`config.mk`:
```
export PLATFORM = sky130hd
export DESIGN_NAME = vita49_framer_flat
export DESIGN_NICKNAME = d
export VERILOG_FILES = /design/src/rtl/vita49_framer_if.sv /design/src/rtl/vita49_framer.sv /design/src/flat_wrapper.sv
export SDC_FILE = /design/constraint.sdc
export NUM_CORES = 1
export LEC_CHECK = 0
export ABC_AREA = 1
export CORE_ASPECT_RATIO = 0.6
export CORE_UTILIZATION = 47
export CTS_CLUSTER_DIAMETER = 150
export DETAILED_ROUTE_END_ITERATION = 10
export GPL_TIMING_DRIVEN = 0
export HOLD_SLACK_MARGIN = 0.15
export PLACE_DENSITY_LB_ADDON = 0.1
export SLEW_MARGIN = 10
export SYNTH_ARGS = -nofsm -noshare
export SYNTH_HDL_FRONTEND = slang
export SYNTH_SLANG_ARGS = --single-unit
```
`constraint.sdc`:
```
create_clock -name AXIS_ACLK -period 3.5 [get_ports AXIS_ACLK]
set_input_delay 0.525 -clock AXIS_ACLK [delete_from_list [all_inputs] [get_ports AXIS_ACLK]]
set_output_delay 0.525 -clock AXIS_ACLK [all_outputs]
set_load 0.1 [all_outputs]
```
`src/rtl/vita49_framer_if.sv`:
```
// AXI4-Stream style handshake bundle carrying 32-bit words.
// The master drives data/valid/last, the slave drives ready.
interface vita49_framer_if;
    logic [31:0] TDATA;
    logic        TVALID;
    logic        TREADY;
    logic        TLAST;

    modport master (output TDATA, TVALID, TLAST, input TREADY);
    modport slave  (input TDATA, TVALID, TLAST, output TREADY);
endinterface

```
`src/rtl/vita49_framer.sv`:
```
// VITA-49 signal data packet framer: prepends header, stream ID and
// timestamps to a sample stream and optionally appends a trailer word.
module vita49_framer #(
    parameter int TSI_EN = 1,
    parameter int TSF_EN = 1,
    parameter int TRL_EN = 0,
    parameter int CNT_W  = 32
) (
    input  logic               AXIS_ACLK,
    input  logic               AXIS_ARESETN,
    vita49_framer_if.slave     s_axis,
    vita49_framer_if.master    m_axis,
    input  logic [31:0]        ctrl,
    output logic [31:0]        status,
    input  logic [31:0]        streamID,
    input  logic [15:0]        pkt_size,
    input  logic [CNT_W-1:0]   words_to_pack,
    input  logic [31:0]        trailer_in,
    input  logic [31:0]        timestamp_sec,
    input  logic [63:0]        timestamp_fsec
);
    localparam int          H     = 2 + TSI_EN + 2 * TSF_EN;
    localparam logic [15:0] OVH   = 16'(H + TRL_EN);
    localparam logic [1:0]  TSI_F = (TSI_EN != 0) ? 2'b11 : 2'b00;
    localparam logic [1:0]  TSF_F = (TSF_EN != 0) ? 2'b01 : 2'b00;
    localparam logic        TRL_B = (TRL_EN != 0);
    localparam int          XW    = CNT_W + 16;

    typedef enum logic [3:0] {
        S_IDLE, S_HDR, S_SID, S_TSI, S_TSF0,
        S_TSF1, S_PAY, S_TRL, S_DONE
    } state_t;

    state_t            state_q;
    logic [31:0]       hold_q;
    logic              hold_v_q;
    logic              hold_l_q;
    logic [15:0]       pay_cnt_q;
    logic [15:0]       pay_lim_q;
    logic              last_pkt_q;
    logic [CNT_W-1:0]  words_sent_q;
    logic [3:0]        pkt_cnt_q;
    logic [7:0]        pkts_sent_q;
    logic              cfg_err_q;
    logic              stop_q;
    logic [31:0]       tsec_q;
    logic [63:0]       tfsec_q;
    logic [31:0]       trl_q;

    logic              start, rcmd, pass, stop;
    logic              busy, done;
    logic [15:0]       pay_max;
    logic [CNT_W-1:0]  rem;
    logic [XW-1:0]     rem_x, pay_max_x;
    logic              last_now;
    logic [15:0]       hdr_size;
    logic              pay_end;
    logic              m_vld, m_lst;
    logic [31:0]       m_dat;
    logic              m_fire, drain, s_rdy, s_fire;
    logic              pkt_stop;
    state_t            after_sid, after_tsi;
    logic              unused_ctrl;

    assign start       = ctrl[0];
    assign rcmd        = ctrl[1];
    assign pass        = ctrl[2];
    assign stop        = ctrl[3];
    assign unused_ctrl = ^ctrl[31:4];

    assign busy = (state_q != S_IDLE) && (state_q != S_DONE);
    assign done = (state_q == S_DONE);

    // Final packet of a bounded run carries only the remaining words.
    assign pay_max   = pkt_size - OVH;
    assign rem       = words_to_pack - words_sent_q;
    assign rem_x     = XW'(rem);
    assign pay_max_x = XW'(pay_max);
    assign last_now  = (|words_to_pack) && (rem_x <= pay_max_x);
    assign hdr_size  = last_now ? (OVH + 16'(rem)) : pkt_size;
    assign pay_end   = ((pay_cnt_q + 16'd1) == pay_lim_q);
    assign pkt_stop  = last_pkt_q || stop_q || stop;

    assign after_tsi = (TSF_EN != 0) ? S_TSF0 : S_PAY;
    assign after_sid = (TSI_EN != 0) ? S_TSI : after_tsi;

    always_comb begin
        m_vld = 1'b0;
        m_dat = '0;
        m_lst = 1'b0;
        if (pass) begin
            m_vld = hold_v_q;
            m_dat = hold_q;
            m_lst = hold_l_q;
        end else begin
            unique case (state_q)
                S_HDR: begin
                    m_vld = 1'b1;
                    m_dat = {4'b0001, 1'b0, TRL_B, 2'b00,
                             TSI_F, TSF_F, pkt_cnt_q, hdr_size};
                end
                S_SID: begin
                    m_vld = 1'b1;
                    m_dat = streamID;
                end
                S_TSI: begin
                    m_vld = 1'b1;
                    m_dat = tsec_q;
                end
                S_TSF0: begin
                    m_vld = 1'b1;
                    m_dat = tfsec_q[63:32];
                end
                S_TSF1: begin
                    m_vld = 1'b1;
                    m_dat = tfsec_q[31:0];
                end
                S_PAY: begin
                    m_vld = hold_v_q;
                    m_dat = hold_q;
                    m_lst = !TRL_B && pay_end;
                end
                S_TRL: begin
                    m_vld = 1'b1;
                    m_dat = trl_q;
                    m_lst = 1'b1;
                end
                default: ;
            endcase
        end
    end

    assign m_fire = m_vld && m_axis.TREADY;
    assign drain  = m_fire && (pass || (state_q == S_PAY));
    assign s_rdy  = !hold_v_q || drain;
    assign s_fire = s_axis.TVALID && s_rdy;

    assign s_axis.TREADY = s_rdy;
    assign m_axis.TVALID = m_vld;
    assign m_axis.TDATA  = m_dat;
    assign m_axis.TLAST  = m_lst;

    assign status = {16'b0, pkts_sent_q, 5'b0, cfg_err_q, busy, done};

    always_ff @(posedge AXIS_ACLK) begin
        if (!AXIS_ARESETN || rcmd) begin
            state_q      <= S_IDLE;
            hold_q       <= '0;
            hold_v_q     <= 1'b0;
            hold_l_q     <= 1'b0;
            pay_cnt_q    <= '0;
            pay_lim_q    <= '0;
            last_pkt_q   <= 1'b0;
            words_sent_q <= '0;
            pkt_cnt_q    <= '0;
            pkts_sent_q  <= '0;
            cfg_err_q    <= 1'b0;
            stop_q       <= 1'b0;
            tsec_q       <= '0;
            tfsec_q      <= '0;
            trl_q        <= '0;
        end else begin
            if (s_fire) begin
                hold_q   <= s_axis.TDATA;
                hold_l_q <= s_axis.TLAST;
                hold_v_q <= 1'b1;
            end else if (drain) begin
                hold_v_q <= 1'b0;
            end
            // Passthrough freezes the framing state entirely.
            if (!pass) begin
                if (busy && stop) stop_q <= 1'b1;
                unique case (state_q)
                    S_IDLE: begin
                        if (start) begin
                            if (pkt_size <= OVH) begin
                                cfg_err_q <= 1'b1;
                            end else begin
                                cfg_err_q    <= 1'b0;
                                words_sent_q <= '0;
                                state_q      <= S_HDR;
                            end
                        end
                    end
                    S_HDR: begin
                        if (m_fire) begin
                            tsec_q     <= timestamp_sec;
                            tfsec_q    <= timestamp_fsec;
                            trl_q      <= trailer_in;
                            pay_cnt_q  <= '0;
                            pay_lim_q  <= last_now ? 16'(rem) : pay_max;
                            last_pkt_q <= last_now;
                            state_q    <= S_SID;
                        end
                    end
                    S_SID:  if (m_fire) state_q <= after_sid;
                    S_TSI:  if (m_fire) state_q <= after_tsi;
                    S_TSF0: if (m_fire) state_q <= S_TSF1;
                    S_TSF1: if (m_fire) state_q <= S_PAY;
                    S_PAY: begin
                        if (m_fire) begin
                            pay_cnt_q    <= pay_cnt_q + 16'd1;
                            words_sent_q <= words_sent_q + 1'b1;
                            if (pay_end) begin
                                if (TRL_B) begin
                                    state_q <= S_TRL;
                                end else begin
                                    pkt_cnt_q   <= pkt_cnt_q + 4'd1;
                                    pkts_sent_q <= pkts_sent_q + 8'd1;
                                    state_q     <= pkt_stop ? S_DONE : S_HDR;
                                end
                            end
                        end
                    end
                    S_TRL: begin
                        if (m_fire) begin
                            pkt_cnt_q   <= pkt_cnt_q + 4'd1;
                            pkts_sent_q <= pkts_sent_q + 8'd1;
                            state_q     <= pkt_stop ? S_DONE : S_HDR;
                        end
                    end
                    S_DONE: ;
                    default: state_q <= S_IDLE;
                endcase
            end
        end
    end
endmodule

```
`src/flat_wrapper.sv`:
```
// flat-port wrapper written by rule: the top's interface ports become plain ports
module vita49_framer_flat 
#(
    parameter int TSI_EN = 1,
    parameter int TSF_EN = 1,
    parameter int TRL_EN = 0,
    parameter int CNT_W  = 32
)
  (AXIS_ACLK, AXIS_ARESETN, ctrl, status, streamID, pkt_size, words_to_pack, trailer_in, timestamp_sec, timestamp_fsec, s_axis_TDATA, s_axis_TVALID, s_axis_TLAST, s_axis_TREADY, m_axis_TDATA, m_axis_TVALID, m_axis_TLAST, m_axis_TREADY);
  vita49_framer_if s_axis_i ();
  vita49_framer_if m_axis_i ();
  input  logic AXIS_ACLK;
  input  logic AXIS_ARESETN;
  input  logic [31:0] ctrl;
  output logic [31:0] status;
  input  logic [31:0] streamID;
  input  logic [15:0] pkt_size;
  input  logic [CNT_W-1:0] words_to_pack;
  input  logic [31:0] trailer_in;
  input  logic [31:0] timestamp_sec;
  input  logic [63:0] timestamp_fsec;
  input wire logic [$bits(s_axis_i.TDATA)-1:0] s_axis_TDATA;
  input wire logic [$bits(s_axis_i.TVALID)-1:0] s_axis_TVALID;
  input wire logic [$bits(s_axis_i.TLAST)-1:0] s_axis_TLAST;
  output wire logic [$bits(s_axis_i.TREADY)-1:0] s_axis_TREADY;
  output wire logic [$bits(m_axis_i.TDATA)-1:0] m_axis_TDATA;
  output wire logic [$bits(m_axis_i.TVALID)-1:0] m_axis_TVALID;
  output wire logic [$bits(m_axis_i.TLAST)-1:0] m_axis_TLAST;
  input wire logic [$bits(m_axis_i.TREADY)-1:0] m_axis_TREADY;
  assign s_axis_i.TDATA = s_axis_TDATA;
  assign s_axis_i.TVALID = s_axis_TVALID;
  assign s_axis_i.TLAST = s_axis_TLAST;
  assign s_axis_TREADY = s_axis_i.TREADY;
  assign m_axis_TDATA = m_axis_i.TDATA;
  assign m_axis_TVALID = m_axis_i.TVALID;
  assign m_axis_TLAST = m_axis_i.TLAST;
  assign m_axis_i.TREADY = m_axis_TREADY;
  vita49_framer #(.TSI_EN(TSI_EN), .TSF_EN(TSF_EN), .TRL_EN(TRL_EN), .CNT_W(CNT_W)) u_core (.AXIS_ACLK(AXIS_ACLK), .AXIS_ARESETN(AXIS_ARESETN), .s_axis(s_axis_i), .m_axis(m_axis_i), .ctrl(ctrl), .status(status), .streamID(streamID), .pkt_size(pkt_size), .words_to_pack(words_to_pack), .trailer_in(trailer_in), .timestamp_sec(timestamp_sec), .timestamp_fsec(timestamp_fsec));
endmodule
```
==> impl_metrics.tcl, run 1 <==
set metrics [dict create \
    totalWireLength_um 72900 \
    worst_setup_hold_path_clk_slew_ns 0.07 \
    avg_synthesized_cell_area_sq_um 6.36 \
    worst-setup-path-type "register to output pin" \
    violations "negative setup slack" \
    achievable-frequency_mhz 204 \
    synth.ff_latch_count 245 \
    final_cell_utilization_of_the_core_pct 67.5 \
    worst-slew-pin-transition_ns 1.13 \
    post_drt_wl_per_cell_um 21.4 \
    status "finished, violations left" \
    overflow_left_after_global_routing 0 \
    worstPathBufferInverterCount 3 \
    timing.critical_path.arrival_ns 4.38 \
    gr-usage-all-layers_pct 40.4 \
    detailedPlace.worstSlack_ns -3.00 \
    clkSinkCount 245 \
    pwr_density_cell_nw_per_um2 335 \
    hold_ws_ns 0.454 \
    wl_met2_um 27000 \
    cts-root-buf "sky130_fd_sc_hd__clkbuf_16" \
    clockBufferDepth 3 \
    synth_cell_types 60 \
    netlist_area_sq_um 16100 \
    areaGrowthSynthToFinish_pct 41.1 \
    worstSkewPairLatency_ns 0.56 \
    rsz0062_at_grt "true" \
    comb_power_share_pct 24.2 \
    share_seq_of_total_power_pct 37.0 \
    critical_path.endpoint_type "output pin" \
    drtAntennaViolNets 0 \
    static-leakage-power_nw 9.00 \
    cell_internal_pwr_mw 5.19 \
    post_route_cells_drive_above_1_share_pct 17.7 \
    synthesis.yosys.warnings 0 \
    report.final.hold_viol_count 0 \
    dp_hpwl_um 58800 \
    place.port_buffers 293 \
    die_w_um 241 \
    cts-htree-levels 1 \
    fp.dieH_um 145 \
    maxCapViolCount 0 \
    post_synth_inst_count 2533 \
    vias_per_cell 5.75 \
    report.final.setup_viol 32 \
    timing.final.crit_period_ns 4.91 \
    critical_path.top_delay_family "simple AND/OR/NAND/NOR gates" \
    worstPathCellList "inv_1 > ha_1 > nand2_1 > nor2_2 > nand2_1 > nor2_1 > nor2_1 > nand3_1 > nand3_1 > nor2_4 > nand3_4 > buf_8 > nand2_4 > nand3_4 > nand2_2 > nand2_4 > nand2_8 > buf_12" \
    seq_area_frac_synth_pct 30.4 \
    first_pass_iters 5 \
    crit_path_max_fanout 6 \
    top_level_ports 344 \
    net_switching_power_of_the_design_mw 2.44 \
    first_global_vias 17600 \
    share_of_power_burned_in_the_clock_network_pct 38.8 \
    grt_max_degree 15 \
    core_area_sq_um 33700 \
    grt_first_pass_wirelength_um 106000 \
    gp_congestion 1.05 \
    row_count 52 \
    grt_antenna_before_repair 1 \
    route.layer.met1.wl_um 33500 \
    cts_made_buffers 25 \
    cp_slowest_cell "sky130_fd_sc_hd__ha_1" \
    start_util_pct 47.8 \
    netSwitchingFraction_pct 32.0 \
    wl_met3_um 11300 \
    critPathLaunchType "register" \
    die_area_sq_um 35100 \
    critical_path_data_required_time_ns 2.97 \
    postLayoutSetupSlackWorst_ns -1.41 \
    drc 0 \
    finalCritPeriodShare_pct 140 \
    cts_tree "yes" \
    layout.nets 3261 \
    detail_route.iter0.violations 2708 \
    vias 19600 \
    uppermost_routed_layer "met4" \
    final-max-slew-violation-count 0 \
    cts_hold_buf 0 \
    maxSlewHeadroom_pct 25.0 \
    timing.hold.worst.class "register to register" \
    final.setup_skew_ns 0.0159 \
    vdd_ir_drop_max_v 0.000322 \
    critical_path.max_stage_delay_ns 0.57 \
]
==> logic make-up after synthesis <==
kind of cell    count (synthesis)  synth area share, %
simple gates                 1144                 30.9
buf+inv                       487                 12.3
compound gates                536                 18.5
flops                         245                 30.4
other cells                     1               0.0233
fa+ha+maj                      54                 4.24
xor+xnor                       66                 3.59
==> worst paths after layout <==
kind / startpoint / to / slack (ns) / depth (start not counted)
max: u_core.words_sent_q[26]$_SDFFE_PP0P_ / m_axis_TDATA[11] / -1.41 / 18
max reg2reg: u_core.words_sent_q[26]$_SDFFE_PP0P_ / u_core.pay_lim_q[15]$_SDFFE_PP0P_ / -0.52 / 19
min reg2reg: u_core.tsec_q[11]$_SDFFE_PP0P_ / u_core.tsec_q[11]$_SDFFE_PP0P_ / 0.45 / 2
min: u_core.tsec_q[11]$_SDFFE_PP0P_ / u_core.tsec_q[11]$_SDFFE_PP0P_ / 0.45 / 2
==> cells in the mapped netlist, drive strengths merged <==
master,count,area [sq um]
a2111oi,16,140
a211oi,9,67.6
a21boi,1,11.3
a21o,1,7.51
a21oi,210,1050
a221oi,4,35.0
a22o,4,35.0
a22oi,4,30.0
a31o,1,8.76
a31oi,8,50.1
and2,1,6.26
and3b,1,8.76
buf,77,450
clkbuf,56,210
clkinv,7,26.3
conb,1,3.75
dfxtp,245,4900
fa,1,20.0
ha,53,663
inv,347,1300
nand2,604,2300
nand3,115,626
nand3b,5,37.5
nand4,66,413
nor2,285,1160
nor3,36,224
nor3b,1,7.51
nor4,21,138
o2111ai,13,114
o211a,1,10.0
o211ai,6,45.0
o21a,1,7.51
o21ai,223,1120
o21bai,4,30.0
o221ai,2,17.5
o22ai,27,183
o31ai,1,7.51
or2,7,43.8
or3,2,12.5
xnor2,10,87.6
xor2,56,490
==> tightest hold or removal path, delay by kind of cell (launching register included) <==
family | cells | cell delay [ns]
compound gates | 1 | 0.05
buf+inv | 1 | 0.06
flops | 1 | 0.30
==> through the flow <==
stage          instances  cell area (sq um)  setup TNS [ns]  power (mW)
2_1_floorplan       2553              16700           -2.93        3.84
3_3_place_gp        3305              20200          -72.28        4.48
3_5_place_dp        3305              20200          -73.15        4.50
4_1_cts             3389              22300          -19.25        7.51
5_1_grt             3409              22700          -28.66        7.82
6_report            3410              22700          -26.04        7.62
==> layout make-up <==
type | count | area, sq um
diodes | 2 | 5.00
clock buffers | 34 | 699
well taps | 459 | 574
plain buffers | 133 | 701
inverters | 354 | 1380
repair buffers | 350 | 3510
flip-flops and latches | 245 | 4940
multi-input cells | 1821 | 10800
clock inverters | 12 | 176
fillers | 3001 | 11000
==> timing repair <==
item,in CTS,in global routing
pin swaps,64,45
cloned,1,0
setup buffers,37,19
resized for setup,480,100
setup endpoints to repair,52,52
==> state kept, by name (all words and copies together) (netlist names), 8 cells and up <==
| signal | count |
|---|---|
| u_core.trl_q | 32 |
| u_core.pkts_sent_q | 8 |
| u_core.pay_lim_q | 16 |
| u_core.hold_q | 32 |
| u_core.pay_cnt_q | 16 |
| u_core.tsec_q | 32 |
| u_core.tfsec_q | 64 |
| u_core.words_sent_q | 32 |
==> cell usage in the layout, fill, tap and decap left out, drive strengths merged, types with 96 or more instances in the layout <==
cell           count
a21oi            210
clkdlybuf4s50    251
nand3            115
inv              344
buf              162
o21ai            223
nor2             285
clkbuf            96
dfxtp            245
nand2            604
==> metal layers <==
metal | track usage (%) | vias up
met4 | 6.77 | 0
met2 | 50.7 | 1230
li1 | - | 9049
met3 | 15.0 | 95
met5 | 0.138 | -
met1 | 63.7 | 9227
==> power by group through the flow <==
| stage | clock, mW | sequential, mW | combinational, mW |
|---|---|---|---|
| 2_1_floorplan | 0 | 2.89 | 0.955 |
| 5_1_grt | 3.06 | 2.82 | 1.94 |
| 3_5_place_dp | 0 | 2.89 | 1.61 |
| 4_1_cts | 2.93 | 2.82 | 1.75 |
| 6_report | 2.95 | 2.82 | 1.85 |
| 3_3_place_gp | 0 | 2.89 | 1.60 |
(Power assumes the default switching activity.)
==> run 2: changes to the inputs <==
--- a/config.mk
+++ b/config.mk
@@ -6,6 +6,7 @@
 export NUM_CORES = 1
 export LEC_CHECK = 0
 export ABC_AREA = 1
+export CAP_MARGIN = 5
 export CORE_ASPECT_RATIO = 0.6
 export CORE_UTILIZATION = 47
 export CTS_CLUSTER_DIAMETER = 150
==> results of run 2 <==
The final DEF is identical to that of run 1; final timing and power are the same.
